===== src/rtl/census_window_ctrl.sv =====
// census_window_ctrl: raster window sequencer driving the census window FIFOs
module census_window_ctrl #(
  parameter int IMG_WIDTH  = 64,
  parameter int IMG_HEIGHT = 48,
  parameter int WIN        = 5,
  parameter int CW         = $clog2(IMG_WIDTH),
  parameter int RW         = $clog2(IMG_HEIGHT)
) (
  input  logic          clk,
  input  logic          rst,
  input  logic          in_valid,
  input  logic          in_sof,
  output logic          in_ready,
  output logic          shift_en,
  output logic          fifo_clr,
  output logic          out_valid,
  input  logic          out_ready,
  output logic [CW-1:0] win_col,
  output logic [RW-1:0] win_row,
  output logic          frame_done,
  output logic          frame_err
);
  typedef enum logic [1:0] {IDLE, RUN, FLUSH} state_t;
  localparam logic [CW-1:0] CMAX = CW'(IMG_WIDTH - 1);
  localparam logic [RW-1:0] RMAX = RW'(IMG_HEIGHT - 1);
  localparam logic [CW-1:0] CMIN = CW'(WIN - 1);
  localparam logic [RW-1:0] RMIN = RW'(WIN - 1);
  state_t state;
  logic [CW-1:0] col, pc;
  logic [RW-1:0] row, pr;
  logic accept, win_hit;
  // the taps hold the presented window, so nothing enters until it is consumed
  assign in_ready = rst & (state != FLUSH) & (~out_valid | out_ready);
  assign accept   = in_valid & in_ready;
  assign shift_en = accept & (state == RUN | in_sof);
  assign pc       = in_sof ? '0 : col;
  assign pr       = in_sof ? '0 : row;
  assign win_hit  = shift_en & (pc >= CMIN) & (pr >= RMIN);
  always_ff @(posedge clk or negedge rst) begin
    if (!rst) begin
      state      <= IDLE;
      col        <= '0;
      row        <= '0;
      out_valid  <= 1'b0;
      win_col    <= '0;
      win_row    <= '0;
      fifo_clr   <= 1'b0;
      frame_done <= 1'b0;
      frame_err  <= 1'b0;
    end else begin
      frame_err  <= accept & in_sof & (state == RUN);
      fifo_clr   <= 1'b0;
      frame_done <= 1'b0;
      if (win_hit) begin
        out_valid <= 1'b1;
        win_col   <= pc;
        win_row   <= pr;
      end else if (out_ready) begin
        out_valid <= 1'b0;
      end
      case (state)
        IDLE: if (shift_en) begin
          col   <= CW'(1);
          row   <= '0;
          state <= RUN;
        end
        RUN: if (shift_en) begin
          if (in_sof) begin
            col <= CW'(1);
            row <= '0;
          end else if (col == CMAX) begin
            col <= '0;
            row <= (row == RMAX) ? '0 : row + 1'b1;
            if (row == RMAX) begin
              state      <= FLUSH;
              fifo_clr   <= 1'b1;
              frame_done <= 1'b1;
            end
          end else begin
            col <= col + 1'b1;
          end
        end
        default: state <= IDLE;
      endcase
    end
  end
endmodule


===== config.mk =====
export PLATFORM = sky130hd
export DESIGN_NAME = census_window_ctrl
export DESIGN_NICKNAME = d
export VERILOG_FILES = /design/src/rtl/census_window_ctrl.sv
export SDC_FILE = /design/constraint.sdc
export NUM_CORES = 1
export LEC_CHECK = 0
export CAP_MARGIN = 10
export CORE_MARGIN = 2
export CORE_UTILIZATION = 53
export DETAILED_ROUTE_END_ITERATION = 10
export HOLD_SLACK_MARGIN = 0.05
export PLACE_DENSITY = 0.86
export SYNTH_ARGS = -nofsm -noshare
export SYNTH_HDL_FRONTEND = slang
export SYNTH_SLANG_ARGS = --single-unit

===== constraint.sdc =====
create_clock -name clk -period 2.5 [get_ports clk]
set_input_delay 0.625 -clock clk [delete_from_list [all_inputs] [get_ports clk]]
set_output_delay 0.625 -clock clk [all_outputs]
set_load 0.005 [all_outputs]

==> results of run 1 <==
## logic make-up after synthesis
logic type / Yosys count / synth area share
fa+ha+maj: 2 / 0.0165
compound gates: 28 / 0.114
mux: 13 / 0.114
flops: 29 / 0.477
buf+inv: 13 / 0.0411
simple gates: 62 / 0.236
## power by group
group / switching, W / total (W) / internal, W
clock network: 0.000169 / 0.000407 / 0.000239
logic: 0.000108 / 0.000212 / 0.000105
registers: 0.0000566 / 0.000568 / 0.000511
## synthesized netlist by cell type, drive strengths merged
master,instances,area [µm²]
dfrtp,29,726
mux2,11,154
nand3,10,55.1
a21oi,9,45.0
nand2,9,33.8
nor2b,9,56.3
nor2,8,30.0
o21ai,7,35.0
clkbuf,5,20.0
inv,5,18.8
nor3,4,20.0
and2,3,18.8
buf,3,23.8
nand4,3,18.8
or4,3,22.5
a22o,2,17.5
a31oi,2,12.5
and3,2,12.5
and4,2,17.5
ha,2,25.0
mux2i,2,20.0
nor4,2,12.5
o31ai,2,15.0
or2,2,12.5
a211o,1,8.76
a211oi,1,7.51
nand2b,1,6.26
nand4b,1,8.76
nor3b,1,18.8
o211a,1,10.0
o21a,1,7.51
o22a,1,8.76
o22ai,1,6.26
or3,1,6.26
or3b,1,8.76
## metrics by stage
stage                      util  hold WS [ns]  std cells
after global routing      0.712         0.394        215
after detailed placement  0.673         0.489        206
after floorplan               -         0.329        147
after global placement    0.673         0.484        206
after CTS                 0.711         0.375        215
final                     0.712         0.387        215
## placed cells by master, fill, tap and decap left out, types with 2 or more instances in the layout
| cell type | instances |
|---|---|
| clkbuf_4 | 5 |
| nor4_1 | 2 |
| dlygate4sd2_1 | 2 |
| nor3_1 | 4 |
| dfrtp_1 | 29 |
| nand2_1 | 9 |
| and4_1 | 2 |
| nor2b_1 | 9 |
| and3_1 | 2 |
| nand3_1 | 9 |
| o21ai_0 | 7 |
| a21oi_1 | 9 |
| o31ai_1 | 2 |
| clkdlybuf4s50_1 | 19 |
| mux2i_1 | 2 |
| mux2_4 | 8 |
| and2_1 | 2 |
| nand4_1 | 3 |
| a31oi_1 | 2 |
| mux2_2 | 3 |
| or2_2 | 2 |
| inv_1 | 5 |
| ha_1 | 2 |
| nor2_1 | 8 |
| or4_1 | 3 |
| a22o_1 | 2 |
| buf_4 | 14 |
## how the worst min path moves through the flow
stage	depth (start not counted)	end	slack, ns	start
2_1_floorplan	0	col[0]$_DFFE_PN0P_	0.33	rst
3_3_place_gp	1	win_col[2]$_DFFE_PN0P_	0.48	win_col[2]$_DFFE_PN0P_
3_5_place_dp	1	win_col[2]$_DFFE_PN0P_	0.49	win_col[2]$_DFFE_PN0P_
4_1_cts	2	row[4]$_DFFE_PN0P_	0.38	rst
5_1_grt	2	row[4]$_DFFE_PN0P_	0.39	rst
6_report	2	row[1]$_DFFE_PN0P_	0.39	rst
## sequential cells by signal, summed over array words and instances, names as in the netlist
| signal | count |
|---|---|
| state | 2 |
| frame_err | 1 |
| frame_done | 1 |
| win_col | 6 |
| win_row | 6 |
| col | 6 |
| out_valid | 1 |
| row | 6 |
## layer usage
layer | track usage | vias to the layer above | share of wire
met5 | 0 | - | 0
met4 | 0.116 | 0 | 0.020
met1 | 0.281 | 622 | 0.43
met3 | 0.0816 | 8 | 0.057
met2 | 0.339 | 46 | 0.49
li1 | - | 603 | -
## area by class of cell
class | instances | share of cell area
inverter | 5 | 0.00964
multi-input combinational | 105 | 0.381
clock inverter | 1 | 0.0154
timing repair buffer | 37 | 0.173
sequential | 29 | 0.373
tap | 31 | 0.0199
clock buffer | 7 | 0.0283
## worst max-delay path: cells and delay by family
family	cells	cell delay (ns)
AO/OA/AOI/OAI	1	0.16
buffers and inverters	3	0.93
## timing repair
item	CTS	global route
setup endpoints to repair	2	1
resized for setup	6	1
buffers inserted	1	0
gates cloned	0	0
==> flow_metrics.tcl, run 1 <==
set metrics [dict create \
    drv_cap 0 \
    yosysWarnings 0 \
    antenna_found_initial 0 \
    fin_crit_ns 2.35 \
    dieArea_um2 3310 \
    min_period_over_period 0.940 \
    worstSetupEndpointType "primary output" \
    endpoint "in_ready" \
    min_path_type "in -> async" \
    max_stage_delay_ns 0.49 \
    clock_latency_ns 0.34 \
    n_antenna_cell 0 \
    grt_pass1_vias 1243 \
    die_w_um 57.6 \
    root_buffer "clkbuf_4" \
    drc_errors 0 \
    initial_core_util 0.556 \
    cts_sinks 29 \
    ff2ff_setup_slack_ns 0.37 \
    crit_fanout 12 \
    syn_to_final_growth_pct 28.1 \
    seq_area_um2 726 \
    setup_viol 0 \
    power.leakage_nw 0.906 \
    power_density_nw_per_um2 610 \
    critPathArrivalTime_ns 1.73 \
    cts_buffers 5 \
    reg2reg_to "win_row[4]$_DFFE_PN0P_" \
    cts_buffer_depth 2 \
    drive_above_1_share 0.217 \
    grt_max_degree 22 \
    drtIter0Drc 48 \
    rr_startpoint "state[0]$_DFFE_PN0P_" \
    yosysUniqueCellTypes 40 \
    rows 19 \
    mappedNetlistArea_um2 1520 \
    path_cells "dlygate4sd2_1, buf_6, o211a_1, clkdlybuf4s50_1" \
    cts.hold.buffers_added 0 \
    multi_input_area_um2 742 \
    grt.overflow.total 0 \
    worst_pin_slew_ns 0.458 \
    first_pass_iters 4 \
    avgSynthCellArea_um2 10.3 \
    yosys_register_bits 29 \
    route.final.wire_length_mm 3.30 \
    syn_inst 147 \
    setup_tns_ns 0 \
    grt_first_pass_wirelength_mm 5.53 \
    via_per_inst 5.95 \
    fill_cells 195 \
    via_count 1279 \
    drv_slew 0 \
    irDropWorstVdd_uv 626 \
    htree_num_levels 2 \
    portBuffers 22 \
    final_nets 190 \
    place_area_um2 1840 \
    place_ws_ns -0.183 \
    crit_type "in -> out" \
    max_freq_mhz 425 \
    final_area_um2 1950 \
    worstRegToRegCells 5 \
    cp-start-kind "input pin" \
    crit_slowest_cell "clkdlybuf4s50_1" \
    total_power_w 0.00119 \
    clk_pin_slew_ns 0.09 \
    wl_per_cell_um 15.3 \
    cp.required_ns 1.88 \
    dp_hpwl_mm 2.41 \
    ios 23 \
    status "completed" \
    cts_tree "built" \
    routabilityCongestion 0.832 \
    die_y_um 57.6 \
    yosysSeqAreaShare 0.477 \
    setup_ws_ns 0.150 \
    maxSlewHeadroom 0.692 \
    cp-startpoint "rst" \
    synth_nets 154 \
    grtUsageTotal 0.224 \
    fin_skew_ns 0.00839 \
    hold_viol 0 \
    grt_setup_unrepaired "false" \
    core_area_um2 2730 \
    ant_nets 0 \
]
No activity file was read; power rests on OpenSTA's default activity.
==> run 2: changes to the inputs <==
Settings changed: PLACE_DENSITY 0.86 to 0.84.
==> run 2 against run 1 <==
  * Design area is 1.3% lower
  * Final cell count grew 0.47%
  * Core utilization is 0.96 points lower
  * Global-route usage shrank 0.70 points
  * Worst hold slack gained 0.13 ns
  * Clock skew increased by 0.0021 ns
  * Clock power fell by 34%
  * Clock-buffer cell count is 1 lower
  * Combinational power is 2% higher
  * Die area unchanged
  * Critical endpoint is now shift_en
  * Largest cell class unchanged
==> flow_metrics.tcl, run 2 (same netlist as run 1, synthesis figures left out) <==
set metrics [dict create \
    status "completed" \
    max_stage_delay_ns 0.50 \
    rows 19 \
    setup_tns_ns 0 \
    n_antenna_cell 0 \
    initial_core_util 0.556 \
    clk_pin_slew_ns 0.09 \
    cts_sinks 29 \
    critPathArrivalTime_ns 1.82 \
    p_comb_frac 0.206 \
    drv_cap 0 \
    ios 23 \
    cts_buffer_depth 2 \
    clock_power_share 0.256 \
    cp.required_ns 1.88 \
    setup_viol 0 \
    worstRegToRegCells 5 \
    syn_to_final_growth_pct 26.3 \
    final_cell_mix "29 x dfrtp_1, 19 x clkdlybuf4s50_1, 16 x buf_4" \
    holdPathStages 1 \
    grtUsageTotal 0.217 \
    reg2reg_to "win_col[1]$_DFFE_PN0P_" \
    wl_per_cell_um 14.9 \
    drv_slew 0 \
    routabilityCongestion 0.946 \
    worst_pin_slew_ns 0.492 \
    hold_end "win_row[1]$_DFFE_PN0P_" \
    cts_buffers 5 \
    fin_hold_ws_ns 0.514 \
    maxSlewHeadroom 0.671 \
    route.final.wire_length_mm 3.23 \
    fin_crit_ns 2.45 \
    ff2ff_setup_slack_ns 0.29 \
    die_w_um 57.6 \
    cts.hold.buffers_added 0 \
    max_freq_mhz 408 \
    fin_skew_ns 0.0105 \
    path_cells "clkdlybuf4s50_1, o21ai_0, a21oi_2, dlygate4sd2_1" \
    path_buf_inv 2 \
    die_y_um 57.6 \
    min_period_over_period 0.979 \
    layout_commonest_cell "dfrtp_1" \
    crit_slowest_cell "clkdlybuf4s50_1" \
    crit_type "in -> out" \
    drive_above_1_share 0.227 \
    cpLargestDelayFamily "buffers and inverters" \
    core_area_um2 2730 \
    drc_errors 0 \
    dp_hpwl_mm 2.36 \
    htree_num_levels 2 \
    switching_share 0.310 \
    final_util 0.703 \
    dieArea_um2 3310 \
    instances_no_fill 216 \
    via_count 1283 \
    root_buffer "clkbuf_4" \
    min_path_type "reg -> reg" \
    pwr-share-seq 0.539 \
    crit_fanout 4 \
    antenna_found_initial 0 \
    grt.overflow.total 0 \
    grt_max_degree 31 \
    p_int_w 0.000725 \
    ant_nets 0 \
    irDropWorstVdd_uv 491 \
    first_pass_iters 5 \
    drtIter0Drc 50 \
    portBuffers 22 \
    grt_first_pass_wirelength_mm 5.36 \
    grt_pass1_vias 1210 \
    power_density_nw_per_um2 547 \
    hold_viol 0 \
    rr_startpoint "state[0]$_DFFE_PN0P_" \
    place_inst 207 \
    via_per_inst 5.94 \
    clock_latency_ns 0.34 \
    cts_tree "built" \
    final_nets 191 \
    min_from "win_row[1]$_DFFE_PN0P_" \
    worstSetupEndpointType "primary output" \
    p_switching_w 0.000326 \
    power.leakage_nw 0.894 \
    cp-start-kind "input pin" \
]
[run 2: how the worst max path moves through the flow]
stage	startpoint	cells after the start	endpoint
final	in_sof	4	shift_en
after global routing	in_sof	4	shift_en
after CTS	out_ready	4	in_ready
after detailed placement	rst	5	shift_en
after global placement	rst	6	win_col[3]$_DFFE_PN0P_
after floorplan	out_ready	7	win_col[0]$_DFFE_PN0P_
[run 2: routing by layer]
| layer | wire [µm] | share of wire | GRT usage | vias to the layer above |
|---|---|---|---|---|
| met5 | 0 | 0 | 0 | - |
| met4 | 76 | 0.024 | 0.116 | 0 |
| met3 | 198 | 0.061 | 0.0703 | 13 |
| met2 | 1560 | 0.48 | 0.339 | 45 |
| met1 | 1390 | 0.43 | 0.267 | 625 |
| li1 | - | - | - | 600 |
[run 2: what timing repair did]
item | CTS | global route
resized for setup | 6 | 2
hold endpoints to repair | 0 | 0
buffers inserted | 1 | 0
endpoints found under the setup margin | 2 | 2
[run 2: stage by stage]
| step | power, W | setup WS [ns] | area (µm²) |
|---|---|---|---|
| after floorplan | 0.000698 | 0.351 | 1520 |
| after global placement | 0.000774 | -0.209 | 1850 |
| after detailed placement | 0.000788 | -0.265 | 1850 |
| after CTS | 0.00105 | 0.0227 | 1910 |
| after global routing | 0.00112 | -0.0145 | 1920 |
| final | 0.00105 | 0.0520 | 1920 |
[run 2: layout make-up]
class                           count  area [µm²]
Clock buffer                        6        41.3
Fill cell                         191         813
Tap cell                           31        38.8
Clock inverter                      2        10.0
Multi-Input combinational cell    105         746
Inverter                            5        18.8
Sequential cell                    29         726
Timing Repair Buffer               38         340
[run 2: power by group through the flow]
stage | registers (W) | clock network, W | logic, W
2_1_floorplan | 0.000555 | 0 | 0.000143
3_3_place_gp | 0.000569 | 0 | 0.000205
3_5_place_dp | 0.000575 | 0 | 0.000213
4_1_cts | 0.000565 | 0.000275 | 0.000214
5_1_grt | 0.000575 | 0.000293 | 0.000248
6_report | 0.000566 | 0.000268 | 0.000216
